===== config.mk =====
export PLATFORM = sky130hd
export DESIGN_NAME = sort_stream_ctrl
export DESIGN_NICKNAME = d
export VERILOG_FILES = /design/src/rtl/sort_stream_ctrl.sv
export SDC_FILE = /design/constraint.sdc
export NUM_CORES = 1
export LEC_CHECK = 0
export ABC_AREA = 1
export CORE_MARGIN = 3
export CORE_UTILIZATION = 48
export CTS_BUF_LIST = sky130_fd_sc_hd__clkbuf_8
export DETAILED_ROUTE_END_ITERATION = 12
export HOLD_SLACK_MARGIN = 0.02
export PLACE_DENSITY = 0.89
export SETUP_SLACK_MARGIN = 0.02
export SYNTH_ARGS = -nofsm -noshare
export SYNTH_HDL_FRONTEND = slang
export SYNTH_SLANG_ARGS = --single-unit

===== constraint.sdc =====
create_clock -name clock -period 2.1 [get_ports clock]
set_input_delay 0.63 -clock clock [delete_from_list [all_inputs] [get_ports clock]]
set_output_delay 0.63 -clock clock [all_outputs]
set_load 0.01 [all_outputs]

===== src/rtl/sort_stream_ctrl.sv =====
`default_nettype none
// ============================================================================
// Module      : sort_stream_ctrl
// Description : Collects a frame of 4-bit elements, hands it to an external
//               quicksort stage and streams the sorted result out.
// Revision    : 1.0 - initial release
// ============================================================================
module sort_stream_ctrl #(
  parameter int ARR_WIDTH = 4
) (
  input  logic                   clock,
  input  logic                   reset,
  input  logic [3:0]             in_data,
  input  logic                   in_valid,
  input  logic                   in_last,
  output logic                   in_ready,
  output logic [ARR_WIDTH*4-1:0] sort_array,
  output logic                   sort_enable,
  output logic [3:0]             sort_hi_ind,
  output logic [3:0]             sort_lo_ind,
  input  logic                   sort_valid,
  input  logic [ARR_WIDTH*4-1:0] sort_result,
  output logic [3:0]             out_data,
  output logic                   out_valid,
  output logic                   out_last,
  input  logic                   out_ready,
  output logic [15:0]            sort_cycles
);

  localparam logic [3:0] c_last_idx = 4'(ARR_WIDTH - 1);

  typedef enum logic [1:0] {
    ST_COLLECT = 2'd0,
    ST_SORT    = 2'd1,
    ST_RELEASE = 2'd2,
    ST_DRAIN   = 2'd3
  } state_t;

  state_t      r_state;
  state_t      w_next_state;
  logic [3:0]  r_cnt;
  logic [3:0]  r_rd;
  logic [3:0]  r_buf [ARR_WIDTH];
  logic [15:0] r_cyc;
  logic [15:0] r_sort_cycles;
  logic        w_in_fire;
  logic        w_in_close;
  logic        w_out_fire;
  logic        w_out_last;
  logic [3:0]  w_out_data;

  assign in_ready    = reset && (r_state == ST_COLLECT);
  assign w_in_fire   = in_valid && in_ready;
  assign w_in_close  = w_in_fire && (in_last || (r_cnt == c_last_idx));
  assign out_valid   = (r_state == ST_DRAIN);
  assign w_out_last  = out_valid && (r_rd == r_cnt - 4'd1);
  assign w_out_fire  = out_valid && out_ready;
  assign out_last    = w_out_last;
  assign out_data    = w_out_data;
  assign sort_enable = (r_state == ST_SORT);
  assign sort_hi_ind = (r_cnt == 4'd0) ? 4'd0 : r_cnt - 4'd1;
  assign sort_lo_ind = 4'd0;
  assign sort_cycles = r_sort_cycles;

  // Slots beyond the frame length stay cleared, so unused lanes read as 0.
  for (genvar gi = 0; gi < ARR_WIDTH; gi++) begin : g_pack
    assign sort_array[(ARR_WIDTH-gi)*4-1 -: 4] = r_buf[gi];
  end

  always_comb begin
    w_out_data = 4'd0;
    if (r_state == ST_DRAIN) begin
      for (int i = 0; i < ARR_WIDTH; i++) begin
        if (r_rd == 4'(i)) w_out_data = r_buf[i];
      end
    end
  end

  always_ff @(posedge clock) begin
    if (!reset) r_state <= ST_COLLECT;
    else        r_state <= w_next_state;
  end

  always_comb begin
    w_next_state = r_state;
    case (r_state)
      ST_COLLECT: if (w_in_close) w_next_state = (r_cnt == 4'd0) ? ST_DRAIN : ST_SORT;
      ST_SORT:    if (sort_valid) w_next_state = ST_RELEASE;
      ST_RELEASE: if (!sort_valid) w_next_state = ST_DRAIN;
      ST_DRAIN:   if (w_out_fire && w_out_last) w_next_state = ST_COLLECT;
      default:    w_next_state = ST_COLLECT;
    endcase
  end

  always_ff @(posedge clock) begin
    if (!reset) begin
      r_cnt         <= 4'd0;
      r_rd          <= 4'd0;
      r_cyc         <= 16'd0;
      r_sort_cycles <= 16'd0;
      for (int i = 0; i < ARR_WIDTH; i++) r_buf[i] <= 4'd0;
    end else begin
      case (r_state)
        ST_COLLECT: begin
          if (w_in_fire) begin
            for (int i = 0; i < ARR_WIDTH; i++) begin
              if (r_cnt == 4'(i)) r_buf[i] <= in_data;
            end
            r_cnt <= r_cnt + 4'd1;
          end
          // The first SORT cycle already counts as cycle 1.
          if (w_in_close) r_cyc <= 16'd1;
        end
        ST_SORT: begin
          if (sort_valid) begin
            for (int i = 0; i < ARR_WIDTH; i++) begin
              if (4'(i) < r_cnt) r_buf[i] <= sort_result[(ARR_WIDTH-i)*4-1 -: 4];
            end
            r_sort_cycles <= r_cyc;
          end else if (r_cyc != 16'hFFFF) begin
            r_cyc <= r_cyc + 16'd1;
          end
        end
        ST_DRAIN: begin
          if (w_out_fire) begin
            if (w_out_last) begin
              r_cnt <= 4'd0;
              r_rd  <= 4'd0;
              for (int i = 0; i < ARR_WIDTH; i++) r_buf[i] <= 4'd0;
            end else begin
              r_rd <= r_rd + 4'd1;
            end
          end
        end
        default: ;
      endcase
    end
  end

endmodule
`default_nettype wire

==> out/metrics.yaml <==
route:
  dr_wl_met3_mm: 1.433
  num_vias: 4391
  drcViolationCount: 0
  drt-vias-per-instance: 5.732
  first_iter_violations: 449
  antenna_left: 0
  wl_met2_mm: 6.160
  top_layer_used: "met4"
  drt_wl_total_mm: 12.89
  met1Wirelength_mm: 4.592
  drtPass1Iterations: 7
  wl_per_cell_um: 16.82
clock_network:
  clock-sinks: 58
  clock_latency_ns: 0.36
  clockRootBuffer: "clkbuf_8"
  ctsHoldBuffers: 0
  tritoncts: "yes"
  htree_levels: 3
  cts_made_buffers: 9
  clkTransAtPathRegs_ns: 0.07
  cts_buffer_depth: 2
synth:
  synth_warnings: 0
  avgSynthCellArea_um2: 6.750
  synth.yosys.seq_area_share_pct: 32.96
  synthesis.area_um2: 3645
  yosysUniqueCellTypes: 38
  synth_seq_cells: 58
  netlist_instances: 540
sta:
  timing.final.hold_violations: 0
  grt_setup_unrepaired: "yes"
  period_needed_ns: 2.405
  max_freq_mhz: 415.8
  fin_skew_ns: 0.02140
  setup_slack_ns: -0.3051
  setup_viol: 5
  period_share_pct: 114.5
  final-max-slew-violation-count: 0
  setup_tns_ns: -1.414
global_route:
  grt_max_degree: 24
  antenna_found_initial: 0
  grt_pass1_wl_mm: 19.85
  grt_pass1_vias: 4208
  grtUsageTotal_pct: 28.79
  grt-ovfl-total: 0
placed_design:
  portBuffers: 69
  gp_congestion: 0.9264
  place_area_um2: 4777
  hpwl_mm: 8.326
  dp_cells: 746
power_and_ir_drop:
  total_power_uw: 4533
  powerDensity_nw_per_um2: 887.2
  vdd_drop_max_mv: 0.5274
  power_leakage_uw: 0.002201
setup_path:
  path_cells: "inv_2, ha_4, inv_2, nor3_2, buf_4, nand2_2, nand3_2, o211ai_1, a21oi_1, buf_2"
  crit_fanout: 5
  cp_data_required_time_ns: 1.47
  cpMostUsedCell: "inv_2"
  crit_path_max_incr_delay_ns: 0.33
  r2r-start: "r_cnt[0]$_SDFFE_PN0P_"
  r2r-end: "r_buf[3][3]$_DFFE_PP_"
  cp-start-kind: "flop"
  r2r_slack_ns: 0.01
  r2r_cells: 13
  arrival_ns: 1.78
  crit_path_end_kind: "output port"
  cpMaxStageDelayCell: "dfxtp_2"
  critical_path_class: "flop to output port"
flow_run:
  max_cap_viol_count: 0
final_layout:
  finalInstanceArea_um2: 5109
  instances_no_fill: 766
  final_cell_mix: "121 x nand2_1, 59 x nor2_1, 56 x clkdlybuf4s50_1, 54 x buf_4, 52 x nand3_1"
  layout_commonest_cell: "nand2_1"
  area_delta_synth_final_pct: 40.16
  nets: 703
  drive_gt1_share_pct: 24.29
  antennaDiodeCount: 0
hold_path:
  hold_depth: 2
  hp-start: "sort_cycles[7]$_SDFFE_PN0P_"
  hold_class: "flop to flop"
  hold_path_end: "sort_cycles[7]$_SDFFE_PN0P_"
die:
  core_um2: 7292
  boundaryPins: 74
  die_area_um2: 8675
  die_h_um: 93.14
  row_count: 31
  start_util_pct: 49.98
  die_width_um: 93.14
outcome:
  violations: "setup timing"
  outcome: "finished, violations left"
## metrics by stage
step	utilization [%]	setup slack, ns	hold slack, ns
2_1_floorplan	-	0.05909	0.4638
3_3_place_gp	65.51	-0.3758	0.4626
3_5_place_dp	65.51	-0.3590	0.4708
4_1_cts	69.41	-0.2348	0.4876
5_1_grt	70.06	-0.3938	0.5087
6_report	70.06	-0.3051	0.4832
## cell type report
type	count	area, µm²
inverter	63	241.5
fill	533	2183
clock inverter	6	66.31
multi-input combinational	402	2203
sequential	58	1212
clock buffer	10	137.6
tap	99	123.9
timing repair buffer	128	1124
## worst max-delay path: cells and delay by family, from the launching register on
family                     cells  cell delay (ns)
AOI/OAI and AO/OA              2             0.27
adders and majority gates      1             0.13
buffers and inverters          4             0.43
DFF                            1             0.33
and+or+nand+nor                3             0.26
## metal layers
layer | up-vias | global-route usage (%)
met1 | 1975 | 31.46
met2 | 341 | 49.85
met4 | 0 | 15.02
met5 | - | 0
met3 | 86 | 8.930
li1 | 1989 | -
## registers in the layout (all words and copies together) (netlist names)
register / flops
r_rd: 4
r_state: 2
r_buf: 16
sort_cycles: 16
r_cnt: 4
r_cyc: 16
## how the worst max path moves through the flow
stage	startpoint	endpoint	slack [ns]	cells past startpoint
2_1_floorplan	r_cnt[0]$_SDFFE_PN0P_	out_last	0.06	9
3_3_place_gp	reset	in_ready	-0.38	4
3_5_place_dp	reset	in_ready	-0.36	4
4_1_cts	r_rd[1]$_SDFFE_PN0P_	out_data[1]	-0.23	10
5_1_grt	r_rd[1]$_SDFFE_PN0P_	out_data[2]	-0.39	10
6_report	r_rd[1]$_SDFFE_PN0P_	out_data[1]	-0.31	10
## kinds of logic after synthesis
group | Yosys count | synth area share (%)
and+or+nand+nor | 286 | 35.19
AOI/OAI and AO/OA | 86 | 13.87
buffers and inverters | 83 | 10.09
DFF | 58 | 32.96
adders and majority gates | 15 | 5.149
xor gates and xnor gates | 11 | 2.644
other | 1 | 0.1029
## Yosys cell counts (all sizes together)
cell,n,area [µm²]
a211oi,1,7.510
a21boi,1,7.510
a21oi,38,224.0
a31oi,3,18.77
buf,13,103.8
clkbuf,7,27.52
conb,1,3.750
dfxtp,54,1081
edfxtp,4,120.1
ha,15,187.7
inv,63,236.5
nand2,142,568.0
nand3,59,322.8
nand4,11,75.07
nor2,67,269.0
nor3,6,41.29
o211ai,5,37.54
o21a,1,7.510
o21ai,35,186.4
o21bai,1,7.510
o221ai,1,8.760
or2,1,6.260
xnor2,2,17.52
xor2,9,78.83
## repair_timing
item / 4_1_cts / 5_1_grt
gates cloned: 0 / 0
endpoints found under the setup margin: 17 / 22
gates resized for setup: 68 / 21
setup buffers: 3 / 3
pin swaps: 9 / 11
## power breakdown
| part | total (µW) | switching [µW] | leakage, µW | internal, µW |
|---|---|---|---|---|
| Clock | 1110 | 533 | 0.0000945 | 580 |
| Combinational | 2020 | 1120 | 0.00162 | 901 |
| Sequential | 1400 | 126 | 0.000484 | 1280 |
(Power assumes the default switching activity.)
